[src/rtl/branch_outcome_tracker.sv]
// In-flight branch tracker: records predictor directions at IF and scores them
// against the actual outcome when the same branch resolves in WB (FIFO order).
module branch_outcome_tracker #(
  parameter int unsigned DEPTH = 8
) (
  input  logic                     clk,
  input  logic                     rst_n,
  input  logic                     if_isbranch,
  input  logic [15:0]              if_pc,
  input  logic                     lc_pred_taken,
  input  logic                     gl_pred_taken,
  input  logic                     wbisbranch,
  input  logic [15:0]              wb_pcplus2,
  input  logic                     wb_taken,
  input  logic                     flush,
  output logic                     lc_pred_correct,
  output logic                     gl_pred_correct,
  output logic                     full,
  output logic                     empty,
  output logic [$clog2(DEPTH):0]   count,
  output logic                     err_overflow,
  output logic                     err_underflow,
  output logic                     err_pc_mismatch
);

  localparam int unsigned AW = $clog2(DEPTH);
  localparam int unsigned CW = AW + 1;

  logic [15:0]   r_pc [DEPTH];
  logic          r_lc [DEPTH];
  logic          r_gl [DEPTH];
  logic [AW-1:0] r_head;
  logic [AW-1:0] r_tail;
  logic [CW-1:0] r_count;
  logic          r_err_overflow;
  logic          r_err_underflow;
  logic          r_err_pc_mismatch;

  logic          w_full;
  logic          w_empty;
  logic          w_pop;
  logic          w_push;
  logic [AW-1:0] w_head_nxt;
  logic [AW-1:0] w_tail_nxt;
  logic [15:0]   w_exp_pc;

  assign w_full     = (r_count == CW'(DEPTH));
  assign w_empty    = (r_count == '0);
  assign w_pop      = wbisbranch & ~w_empty;
  // A pop frees the head slot this edge, so a full FIFO may still accept a push.
  assign w_push     = if_isbranch & ~flush & (~w_full | w_pop);
  assign w_head_nxt = r_head + AW'(1);
  assign w_tail_nxt = r_tail + AW'(1);
  assign w_exp_pc   = wb_pcplus2 - 16'h0002;

  assign lc_pred_correct = w_pop & (r_lc[r_head] == wb_taken);
  assign gl_pred_correct = w_pop & (r_gl[r_head] == wb_taken);
  assign full            = w_full;
  assign empty           = w_empty;
  assign count           = r_count;
  assign err_overflow    = r_err_overflow;
  assign err_underflow   = r_err_underflow;
  assign err_pc_mismatch = r_err_pc_mismatch;

  always_ff @(posedge clk) begin
    if (w_push) begin
      r_pc[r_tail] <= if_pc;
      r_lc[r_tail] <= lc_pred_taken;
      r_gl[r_tail] <= gl_pred_taken;
    end
  end

  always_ff @(posedge clk) begin
    if (!rst_n) begin
      r_head            <= '0;
      r_tail            <= '0;
      r_count           <= '0;
      r_err_overflow    <= 1'b0;
      r_err_underflow   <= 1'b0;
      r_err_pc_mismatch <= 1'b0;
    end else begin
      if (w_pop) begin
        r_head <= w_head_nxt;
      end
      if (flush) begin
        // Collapse the queue onto the post-pop head; younger entries are wrong-path.
        r_tail  <= w_pop ? w_head_nxt : r_head;
        r_count <= '0;
      end else begin
        if (w_push) begin
          r_tail <= w_tail_nxt;
        end
        unique case ({w_push, w_pop})
          2'b10:   r_count <= r_count + CW'(1);
          2'b01:   r_count <= r_count - CW'(1);
          default: r_count <= r_count;
        endcase
      end
      if (if_isbranch & ~flush & w_full & ~w_pop) begin
        r_err_overflow <= 1'b1;
      end
      if (wbisbranch & w_empty) begin
        r_err_underflow <= 1'b1;
      end
      if (w_pop && (r_pc[r_head] != w_exp_pc)) begin
        r_err_pc_mismatch <= 1'b1;
      end
    end
  end

endmodule

[config.mk]
export PLATFORM = sky130hd
export DESIGN_NAME = branch_outcome_tracker
export DESIGN_NICKNAME = d
export VERILOG_FILES = /design/src/rtl/branch_outcome_tracker.sv
export SDC_FILE = /design/constraint.sdc
export NUM_CORES = 1
export LEC_CHECK = 0
export ABC_AREA = 0
export CAP_MARGIN = 20
export CORE_MARGIN = 2
export CORE_UTILIZATION = 65
export CTS_BUF_LIST = sky130_fd_sc_hd__clkbuf_8
export CTS_CLUSTER_DIAMETER = 120
export DETAILED_ROUTE_END_ITERATION = 10
export HOLD_SLACK_MARGIN = 0.03
export PLACE_DENSITY = 0.88
export SLEW_MARGIN = 20
export SYNTH_ARGS = -nofsm -noshare
export SYNTH_HDL_FRONTEND = slang
export SYNTH_SLANG_ARGS = --single-unit
[constraint.sdc]
create_clock -name clk -period 5.4 [get_ports clk]
set_input_delay 0.54 -clock clk [delete_from_list [all_inputs] [get_ports clk]]
set_output_delay 0.54 -clock clk [all_outputs]
set_load 0.01 [all_outputs]
==> out/results.ini <==
[die]
die_h_um = 104
core_area_mm2 = 0.00977
floorplan.die_area_mm2 = 0.0109
fp-row-count = 36
boundaryPins = 51
floorplan.initialDensity = 0.670
floorplan.die.width_um = 104

[global_route]
global_route.usage.total = 0.254
number_of_global_route_vias_before_repair = 3611
grt_overflow = 0
maximum_number_of_pins_on_one_net_before_global_route_repair = 32
grt_first_pass_wirelength_mm = 20.0
grt_antenna_before_repair = 0

[cts]
clock_tree.root_cell = sky130_fd_sc_hd__clkbuf_8
number_of_h_tree_levels = 4
path_clk_slew_ns = 0.08
cts-hold-fix-buffers = 0
cts_sinks = 157
cts.path.max_buffers = 2
total_clock_buffers_created_by_cts = 17
cts.repair_timing.setup_buffer_count = 0
post_cts_resized = 0
clk_latency_ns = 0.44
tritoncts = done

[placed_design]
worst_case_setup_slack_after_placement_ns = 2.20
last_weighted_congestion_value_of_the_routability_driven_placer = 0.855
place.detailed.instances = 545
hpwl_mm = 8.00
placement.io_buffers = 50
dpl-instance-area_mm2 = 0.00727

[critical_path]
top_family_by_delay_on_critical_path = flip-flops
timing.critical_path.cells = mux4_2 -> mux2i_1 -> xnor2_1 -> nor2_1 -> clkdlybuf4s50_1
max_stage_delay_ns = 0.92
required_ns = 4.86
regToRegSetupSlack_ns = 2.40
timing.setup.critical_path_class = reg2out
worst_r2r_path_depth = 8
regToRegStartpoint = r_head[0]
timing.rr.end = err_pc_mismatch
critPathSlowestCell = sky130_fd_sc_hd__dfxtp_2
timing.critical_path.fanout_max = 26
crit_arrival_ns = 2.90
end_kind = output port
worst-path-buf-inv = 1
setup.worst_path.start_class = register

[logic_synthesis]
seq_area_frac_synth = 0.700
yosys.cell_types.count = 39
yosysTopAreaCell = sky130_fd_sc_hd__edfxtp_1
post_synth_main_area_contributors = sky130_fd_sc_hd__edfxtp_1 66%, sky130_fd_sc_hd__mux4_2 12%, sky130_fd_sc_hd__dfxtp_1 4.0%
synth_warnings = 0
synth_area_per_cell_um2 = 18.0
ys_seq_elements = 157
netlist_area_mm2 = 0.00655
synth_largest_type_area_fraction = 0.660
synth_nets = 410
postSynth.topFlopCell = sky130_fd_sc_hd__edfxtp_1
synth_edf_count = 144
async_reset_ff_frac = 0
postSynthCellCount = 364

[power]
static-leakage-power_nw = 2.43
p_total_mw = 2.46
power.switching_mw = 0.529
pwr-share-comb = 0.080
share_clk_of_total_power = 0.364
power_density_mw_per_mm2 = 320
worst_ir_drop_vdd_mv = 0.208
seq_power_share = 0.556
p_int_mw = 1.93
sw_frac = 0.215

[drt]
ant_nets = 0
drtIter0Drc = 308
route.detailed.vias_per_inst = 6.13
dr_total_vias = 3536
drcViolationCount = 0
post_drt_wl_per_cell_um = 22.3
wirelength_mm = 12.9
drtPass1Iterations = 5

[timing]
timing.slew.headroom = 0.406
timing_worst_slew_pin_value_ns = 0.892
worst_slack_setup_final_ns = 1.96
skew_ns = 0.0131
rsz_0062_raised_after_global_routing = no
hold_viol_final = 0
fmax_ghz = 0.291
final_period_minus_worst_setup_slack_ns = 3.44
hold-worst-slack_ns = 0.485
slew_violations = 0
post-route-period-util = 0.636
sum_of_negative_setup_slack_ns = 0
final-setup-viol-count = 0

[hold_path]
holdCritPathClass = reg2reg
worst_hold_path.endpoint = err_overflow
hold_path.startpoint = err_overflow
hold_path_depth = 2

[layout]
drive_gt1_frac = 0.194
num_antenna_cells = 0
finalInstanceArea_mm2 = 0.00768
design.final.nets = 477
multi_input_area_mm2 = 0.00191
num-fill-cells = 519
layout.core_utilization = 0.786
fin_cells = 577
ff_latch_area_mm2 = 0.00459
layout_commonest_cell = sky130_fd_sc_hd__edfxtp_1
layout.cells.most_common_list = 144 x sky130_fd_sc_hd__edfxtp_1, 50 x sky130_fd_sc_hd__clkdlybuf4s50_1, 34 x sky130_fd_sc_hd__mux4_2, 25 x sky130_fd_sc_hd__xnor2_1, 24 x sky130_fd_sc_hd__nor2_1
area_growth_syn_to_layout_pct = 17.2

[job]
maxCapViolations = 0

[outcome]
run_status = complete, no violations

[power by group through the flow]
stage	combinational, mW	sequential [mW]	clock, mW
final	0.197	1.37	0.893
after global routing	0.213	1.37	0.952
after CTS	0.197	1.37	0.900
after detailed placement	0.194	1.39	0
after global placement	0.189	1.39	0
after floorplan	0.122	1.38	0
[worst register-to-register path: stages, from the launching register on]
cell	delay [ns]
sky130_fd_sc_hd__dfxtp_2	0.92
sky130_fd_sc_hd__buf_4	0.43
sky130_fd_sc_hd__mux4_2	0.55
sky130_fd_sc_hd__mux2i_1	0.23
sky130_fd_sc_hd__xnor2_1	0.10
sky130_fd_sc_hd__nor2_1	0.10
sky130_fd_sc_hd__nand4_1	0.11
sky130_fd_sc_hd__nor4_2	0.32
sky130_fd_sc_hd__a31oi_1	0.13
[routing by layer]
layer	part of all wire	up-vias	global-route usage	routed length, um
li1	-	1572	-	-
met1	0.39	1807	0.315	4960
met3	0.068	23	0.0570	881
met2	0.53	134	0.438	6800
met4	0.018	0	0.0965	232
met5	0	-	0	0
[Yosys cell counts (all sizes together) (2+ instances only)]
library cell / instances
a211oi: 6
a21oi: 2
and2: 2
buf: 6
clkbuf: 7
dfxtp: 13
edfxtp: 144
ha: 5
inv: 6
mux2i: 22
mux4: 34
nand2: 12
nand2b: 7
nand3: 3
nand4: 3
nor2: 24
nor2b: 3
nor3: 7
nor4: 4
o21ai: 3
o31ai: 2
or3: 3
or4: 2
xnor2: 26
xor2: 9
[cells by family after synthesis]
group	count (synthesis)	synth area share
buf+inv	19	0.0118
flops	157	0.700
fa+ha+maj	6	0.0126
xor+xnor	35	0.0479
mux	56	0.151
simple gates	74	0.0596
compound gates	17	0.0176
[worst max path at each step]
stage,from,endpoint,cells after the start
2_1_floorplan,flush,r_gl[0],4
3_3_place_gp,wb_pcplus2[1],err_pc_mismatch,8
6_report,r_head[0],gl_pred_correct,5
5_1_grt,r_head[0],gl_pred_correct,5
3_5_place_dp,wb_pcplus2[1],err_pc_mismatch,8
4_1_cts,r_head[0],gl_pred_correct,5
[cell type report]
class                      instances  share of cell area
tap                              133              0.0217
sequential                       157               0.597
multi-input combinational        188               0.249
inverter                           6             0.00293
clock buffer                      19              0.0341
timing repair buffer              61              0.0759
clock inverter                    13              0.0189
[state kept, by name (all words and copies together) (netlist names)]
register         flops
err_overflow         1
err_pc_mismatch      1
count                4
err_underflow        1
r_gl                 8
r_head               3
r_tail               3
r_lc                 8
r_pc               128
No activity file was read; power rests on OpenSTA's default activity.
